### src/rtl/linear_proj_pkg.sv
// Shared types and widths for the linear projection / attention datapath, including the input-matrix loader.
// Optional build macro MAT_LOADER_LAST_CHECK_EN is consumed by in_mat_loader.
package linear_proj_pkg;

  localparam int ADDR_WIDTH_A = 10;
  localparam int DATA_WIDTH_A = 32;

  typedef enum logic [1:0] {IDLE, LOAD, FLUSH, DONE} mat_loader_state_t;

  // Counter width for a load of n words; never narrower than one bit.
  function automatic int mat_loader_cnt_w(input int n);
    return (n > 1) ? $clog2(n) : 1;
  endfunction

endpackage

### src/rtl/in_mat_loader.sv
// Streams NUM_WORDS words into the input-matrix BRAM two at a time (ports A/B), one write per odd beat, 1-cycle latency.
// s_ready is high for the whole LOAD phase (no internal backpressure); macro MAT_LOADER_LAST_CHECK_EN enables s_last checking.
module in_mat_loader
  import linear_proj_pkg::*;
#(
  parameter int NUM_WORDS = 64,
  parameter int BASE_ADDR = 0
) (
  input  logic                    clk,
  input  logic                    rst_n,
  input  logic                    load_start,
  input  logic                    s_valid,
  output logic                    s_ready,
  input  logic [DATA_WIDTH_A-1:0] s_data,
  input  logic                    s_last,
  output logic                    mat_ena,
  output logic                    mat_wea,
  output logic [ADDR_WIDTH_A-1:0] mat_addra,
  output logic [DATA_WIDTH_A-1:0] mat_dina,
  output logic                    mat_enb,
  output logic                    mat_web,
  output logic [ADDR_WIDTH_A-1:0] mat_addrb,
  output logic [DATA_WIDTH_A-1:0] mat_dinb,
  output logic                    busy,
  output logic                    load_done,
  output logic                    mat_ready,
  output logic                    load_err
);

  localparam int MAT_LOADER_CNT_W = mat_loader_cnt_w(NUM_WORDS);
  localparam logic [MAT_LOADER_CNT_W-1:0] LAST_IDX = MAT_LOADER_CNT_W'(NUM_WORDS - 1);

  mat_loader_state_t           r_state;
  logic [MAT_LOADER_CNT_W-1:0] r_cnt;
  logic [DATA_WIDTH_A-1:0]     r_pair;
  logic                        r_s_ready;
  logic                        r_busy;
  logic                        r_done;
  logic                        r_mat_ready;
  logic                        r_wr;
  logic [ADDR_WIDTH_A-1:0]     r_addra;
  logic [ADDR_WIDTH_A-1:0]     r_addrb;
  logic [DATA_WIDTH_A-1:0]     r_dina;
  logic [DATA_WIDTH_A-1:0]     r_dinb;

  logic                        w_acc;
  logic                        w_start;
  logic                        w_last_beat;
  logic [ADDR_WIDTH_A-1:0]     w_addr_odd;

  assign w_acc       = s_valid && r_s_ready;
  assign w_start     = load_start && ((r_state == IDLE) || (r_state == DONE));
  assign w_last_beat = (r_cnt == LAST_IDX);
  // The odd beat's own address; its even partner sits one below (BASE_ADDR is even).
  assign w_addr_odd  = ADDR_WIDTH_A'(BASE_ADDR) + ADDR_WIDTH_A'(r_cnt);

  always_ff @(posedge clk) begin
    if (!rst_n) begin
      r_state     <= IDLE;
      r_cnt       <= '0;
      r_pair      <= '0;
      r_s_ready   <= 1'b0;
      r_busy      <= 1'b0;
      r_done      <= 1'b0;
      r_mat_ready <= 1'b0;
      r_wr        <= 1'b0;
      r_addra     <= '0;
      r_addrb     <= '0;
      r_dina      <= '0;
      r_dinb      <= '0;
    end else begin
      r_wr   <= 1'b0;
      r_done <= 1'b0;
      if (w_start) begin
        r_state     <= LOAD;
        r_cnt       <= '0;
        r_pair      <= '0;
        r_s_ready   <= 1'b1;
        r_busy      <= 1'b1;
        r_mat_ready <= 1'b0;
      end else begin
        case (r_state)
          LOAD: begin
            if (w_acc) begin
              if (!r_cnt[0]) begin
                r_pair <= s_data;
              end else begin
                r_wr    <= 1'b1;
                r_addra <= w_addr_odd - ADDR_WIDTH_A'(1);
                r_addrb <= w_addr_odd;
                r_dina  <= r_pair;
                r_dinb  <= s_data;
              end
              if (w_last_beat) begin
                r_state   <= FLUSH;
                r_cnt     <= '0;
                r_s_ready <= 1'b0;
                r_busy    <= 1'b0;
              end else begin
                r_cnt <= r_cnt + MAT_LOADER_CNT_W'(1);
              end
            end
          end
          // Final pair is being written this cycle; completion is announced once it lands.
          FLUSH: begin
            r_state     <= DONE;
            r_done      <= 1'b1;
            r_mat_ready <= 1'b1;
          end
          default: ;
        endcase
      end
    end
  end

`ifdef MAT_LOADER_LAST_CHECK_EN
  logic r_err;

  always_ff @(posedge clk) begin
    if (!rst_n) begin
      r_err <= 1'b0;
    end else if (w_start) begin
      r_err <= 1'b0;
    end else if (w_acc && (s_last != w_last_beat)) begin
      r_err <= 1'b1;
    end
  end

  assign load_err = r_err;
`else
  logic w_unused_last;

  assign w_unused_last = s_last;
  assign load_err      = 1'b0;
`endif

  assign s_ready   = r_s_ready;
  assign busy      = r_busy;
  assign load_done = r_done;
  assign mat_ready = r_mat_ready;
  assign mat_ena   = r_wr;
  assign mat_wea   = r_wr;
  assign mat_enb   = r_wr;
  assign mat_web   = r_wr;
  assign mat_addra = r_addra;
  assign mat_addrb = r_addrb;
  assign mat_dina  = r_dina;
  assign mat_dinb  = r_dinb;

endmodule

### config.mk
export PLATFORM = sky130hd
export DESIGN_NAME = in_mat_loader
export DESIGN_NICKNAME = d
export VERILOG_FILES = /design/src/rtl/linear_proj_pkg.sv /design/src/rtl/in_mat_loader.sv
export SDC_FILE = /design/constraint.sdc
export NUM_CORES = 1
export LEC_CHECK = 0
export CAP_MARGIN = 20
export CORE_MARGIN = 4
export CORE_UTILIZATION = 48
export DETAILED_ROUTE_END_ITERATION = 6
export MAX_ROUTING_LAYER = met4
export PLACE_DENSITY = 0.77
export SLEW_MARGIN = 10
export SYNTH_ARGS = -nofsm -noshare
export SYNTH_HDL_FRONTEND = slang
export SYNTH_SLANG_ARGS = --single-unit
### constraint.sdc
create_clock -name clk -period 2.22 [get_ports clk]
set_input_delay 0.444 -clock clk [delete_from_list [all_inputs] [get_ports clk]]
set_output_delay 0.444 -clock clk [all_outputs]
set_load 0.02 [all_outputs]
# Word level (Yosys, flattened, before mapping)
# Cells that the tools add are included.
word_totals:
  register_bits: 124
  in_bits: 37
  output_inout_bits: 93
  elab_cells: 55
op_classes:
  n_addsub: 2
  eq_ne: 8
  muxes: 11
  bitwise: 5
  n_reduce_logical: 17
op_table:
  columns: ["op", "n"]
  rows:
  - ["3-bit AND reduction", 4]
  - ["2-bit nonzero test", 4]
  - ["1-bit two-way mux", 7]
  - ["6-bit by 1-bit subtractor with 7-bit output (second input constant)", 1]
  - ["6-bit by 1-bit adder with 6-bit output (second input constant)", 1]
  - ["6-bit equality test (second input constant)", 1]
  - ["6-bit two-way mux", 1]
  - ["3-bit != test (second input constant)", 2]
  - ["1-bit inverter", 5]
  - ["2-bit equality test (second input constant)", 2]
  - ["2-bit two-way mux", 2]
  - ["2-bit != test (second input constant)", 2]
  - ["2-bit one-hot mux with 2 select lines", 1]
  - ["4-bit AND reduction", 1]
  - ["4-bit OR reduction", 1]
  - ["3-bit nonzero test", 1]
  - ["2-bit by 1-bit equality test with 1-bit output (second input constant)", 1]
  - ["1-bit logical AND", 2]
  - ["2-bit zero test", 1]
  - ["2-bit AND reduction", 1]
  - ["2-bit OR reduction", 1]
  - ["1-bit logical OR", 1]

# Depth between registers and ports, before layout
logic_depth:
  depth_word: 5
  depth_mapped: 8
  ltp_nobuf: 5

# Least setup slack after synthesis
# OpenSTA, ideal clock, no wires.
synth_timing:
  path_type: "reg2reg"
  start: "register r_state[1]"
  end: "register r_state[0]"
  setup_time_ns: 0.122
  arrival_ns: 1.454
  t_required_ns: 2.098
  slack_ns: 0.644
  stages_incl_launch_ff: 8
  n_path_buf: 2
  synth_period_minus_slack_ns: 1.576
  path_cell_list: "dfxtp_1 -> inv_1 -> ha_1 -> buf_2 -> nand3_2 -> buf_6 -> o311a_1 -> a311o_1"
synth_via:
  elab_chain_len: 5
  elab_cells_between_ends: 12
  cone_classes: "5 x eq/ne; 2 x mux; 5 x reduce/logical"
synth_lines:
  columns: ["item", "line_no", "text"]
  rows:
  - ["start: declaration", "in_mat_loader.sv:33", "mat_loader_state_t r_state;"]
  - ["start signal: assignment", "in_mat_loader.sv:59", "r_state <= IDLE;"]
  - ["start signal: assignment", "in_mat_loader.sv:75", "r_state <= LOAD;"]
  - ["start signal: assignment", "in_mat_loader.sv:95", "r_state <= FLUSH;"]
  - ["2-bit equality test / 2-bit zero test (equally long branches)", "in_mat_loader.sv:52", "assign w_start = load_start && ((r_state == IDLE) || (r_state == DONE));"]
  - ["1-bit logical OR", "in_mat_loader.sv:52", null]
  - ["1-bit logical AND", "in_mat_loader.sv:52", null]
  - ["3-bit != test (no source line) / 3-bit nonzero test (equally long branches)", null, null]
  - ["3-bit AND reduction (no source line)", null, null]
# Parallel ways exist; a longest one is shown, timed or not.
# A chain may end at the register's enable or synchronous reset.

# Worst setup path after layout
layout_timing:
  start: "register r_busy, in the netlist busy"
  end: "output port busy"
layout_lines:
  columns: ["item", "line_no", "text"]
  rows:
  - ["start: declaration", "in_mat_loader.sv:37", "logic r_busy;"]
  - ["start signal: assignment", "in_mat_loader.sv:63", "r_busy <= 1'b0;"]
  - ["start signal: assignment", "in_mat_loader.sv:79", "r_busy <= 1'b1;"]
  - ["start signal: assignment", "in_mat_loader.sv:98", "r_busy <= 1'b0;"]
  - ["end: declaration", "in_mat_loader.sv:24", "output logic busy,"]
# No word-level cell between the ends.

==> out/metrics.yaml <==
status:
  status: "complete, no violations"
routing:
  routed_via_density: 5.57
  wl_per_cell_um: 16.3
  totalWireLength_um: 13100
  dr.first_iter.drc_count: 277
  drc: 0
  ant_nets: 0
  num_vias: 4487
  drtPass1Iterations: 7
clocking:
  cts-buffers-inserted: 17
  clk_pin_slew_ps: 60
  cts_buffer_depth: 2
  tritoncts: "done"
  cts_sinks: 121
  clkLatencyLatePin_ps: 510
  root_buffer: "clkbuf_8"
  cts_max_level: 4
  cts-hold-fix-buffers: 0
  post_cts_buffers: 0
timing:
  holdWs_ps: 440
  max_clock_freq_mhz: 496
  fin_tns_setup_ps: 0
  maxSlewViolCount: 0
  final.setup_skew_ps: 8.60
  setup_viol: 0
  post-route-min-period_ps: 2020
  grt_setup_unrepaired: "false"
  final_min_period_over_clock_period_pct: 90.8
  hold_viol: 0
worst_setup_path:
  crit_path_cell_trace: "clkdlybuf4s50_1"
  slowest_delay_ps: 640
  critPathBufInv: 1
  arrival_ps: 1570
  worst-path-max-fanout: 10
  crit_path_end_kind: "output port"
  startpoint_type: "flop"
  critPathRequiredTime_ps: 1780
  cp-startpoint: "busy$_SDFFE_PN0P_"
  reg2reg_from: "r_state[0]$_SDFFE_PN0P_"
  critPathSlowestCell: "clkdlybuf4s50_1"
  criticalPathCategory: "reg -> out"
  crit_family: "buffers and inverters"
finish:
  design_area_sq_mm: 0.00654
  layout-drive-gt1-share_pct: 7.54
  nets: 704
  area_delta_synth_final_pct: 39.9
  diodes: 0
  fillerInstances: 768
logic_synthesis:
  yosys.area.top_type_share_pct: 51.8
  yosysUniqueCellTypes: 33
  yosys-top-cells-area: "dfxtp_1 (52%), a21oi_1 (12%), o21ai_0 (8.5%), nand3_1 (7.5%), nand2_1 (5.6%)"
  synth_edf_count: 0
  yosys.area.top_type: "dfxtp_1"
  synth_seq_area_share_pct: 51.8
  yosys_register_bits: 121
  netlist_area_sq_mm: 0.00467
  syn_inst: 570
  synth.avg_cell_area_sq_um: 8.20
  ys_warn_count: 0
  synthArstFlopShare_pct: 0
  synthFlopType: "dfxtp_1"
grt:
  antenna_found_initial: 0
  grt_usage_pct: 23.5
  grt_overflow: 0
  grt_max_degree: 77
  first_global_vias: 4269
  grt_pass1_wl_um: 21100
power:
  p_leak_nw: 2.12
  powerDensity_mw_per_mm2: 797
  peakVddDrop_mv: 0.488
  total_power_w: 0.00521
floorplanning:
  die_h_um: 107
  die-width_um: 107
  initial_utilization_pct: 49.9
  dieArea_sq_mm: 0.0114
  core_area_sq_mm: 0.00937
  num_rows: 35
  io_pins: 130
job:
  drv_cap: 0
placement:
  gp_routability_congestion: 0.885
  dpl_cell_area_sq_mm: 0.00593
  portBuffers: 123
  dp_hpwl_um: 8200
worst_hold_path:
  worstHoldPathType: "reg -> reg"
  hold_start: "mat_addra[0]$_SDFFE_PN0P_"
-- where the power goes --
group | internal (W) | switching [W]
combinational | 0.000104 | 0.000156
clock | 0.00175 | 0.00100
sequential | 0.00218 | 0.0000111
total | 0.00404 | 0.00117
-- placed cells by master (no fill, tap or decap), types with 3 or more instances in the layout --
cell             count
a21oi_1            113
bufinv_16            3
a211oi_1             3
ha_1                 4
nand2_1             70
inv_1                6
o21ai_0             79
clkinv_4             4
nand4_1              5
conb_1               5
buf_4                7
dfxtp_1            120
clkbuf_16           16
clkinvlp_4           3
nand3_1             70
clkdlybuf4s50_1    123
nor2_1              10
buf_12               6
-- registers in the layout, indices dropped and copies added, names as in the netlist --
signal     count
r_state        2
mat_dinb      32
mat_addra      7
busy           1
load_done      1
r_cnt          6
mat_addrb      6
mat_dina      32
r_pair        32
mat_ready      1
mat_ena        1
-- final timing paths --
kind / to / slack (ps) / cells after the start
hold reg to reg: mat_addra[0]$_SDFFE_PN0P_ / 440 / 2
setup / recovery: busy / 200 / 1
setup reg to reg: mat_dina[28]$_SDFFE_PN0P_ / 370 / 6
hold / removal: mat_addra[0]$_SDFFE_PN0P_ / 440 / 2
-- logic make-up (layout without fill, tap and decap cells) --
kind of cell	after synthesis	in the layout	share of synthesized area, %
AO/OA/AOI/OAI	205	205	22.9
XOR/XNOR	3	3	0.562
adder cells (fa/ha/maj)	4	4	1.07
buffers and inverters	73	175	7.66
flip-flops	121	121	51.8
other	1	5	0.0802
AND/OR/NAND/NOR	163	163	15.9
-- synthesized netlist by cell type, types with 2 or more instances --
| cell type | number |
|---|---|
| a211oi_1 | 3 |
| a21bo_2 | 2 |
| a21boi_0 | 2 |
| a21oi_1 | 113 |
| buf_1 | 2 |
| buf_2 | 22 |
| buf_4 | 13 |
| clkbuf_1 | 28 |
| dfxtp_1 | 121 |
| ha_1 | 4 |
| inv_1 | 7 |
| nand2_1 | 70 |
| nand3_1 | 70 |
| nand4_1 | 5 |
| nor2_1 | 10 |
| o21ai_0 | 79 |
| or3_1 | 2 |
| xnor2_1 | 2 |
-- tightest hold or removal path: stages (launching register included) --
cell and delay (ps):
dfxtp_1 310, nand2_1 50, nor2_1 40
-- stage by stage --
step	utilization [%]	instances	setup slack (ps)
5_1_grt	69.8	805	126
3_3_place_gp	63.3	773	190
6_report	69.8	805	203
2_1_floorplan	-	574	644
4_1_cts	69.7	805	51.8
3_5_place_dp	63.3	773	137
-- per-layer routing --
| layer | GRT usage, % | share of wire [%] |
|---|---|---|
| met4 | 6.21 | 0.78 |
| met5 | - | 0 |
| met1 | 29.2 | 43 |
| met2 | 37.7 | 49 |
| met3 | 6.74 | 7.3 |
-- timing repair --
action	in CTS	in global routing
gates resized for setup	0	1
endpoints found under the setup margin	0	2
endpoints found under the hold margin	0	0
-- area by class of cell --
cell class | instances | area, sq um | area share (%)
tap | 129 | 161 | 2.47
inverter | 7 | 26.3 | 0.402
timing repair buffer | 136 | 1400 | 21.5
clock buffer | 19 | 432 | 6.60
multi-input combinational | 380 | 1920 | 29.4
clock inverter | 13 | 170 | 2.60
sequential | 121 | 2420 | 37.1
Power figures use the tool's default switching activity.
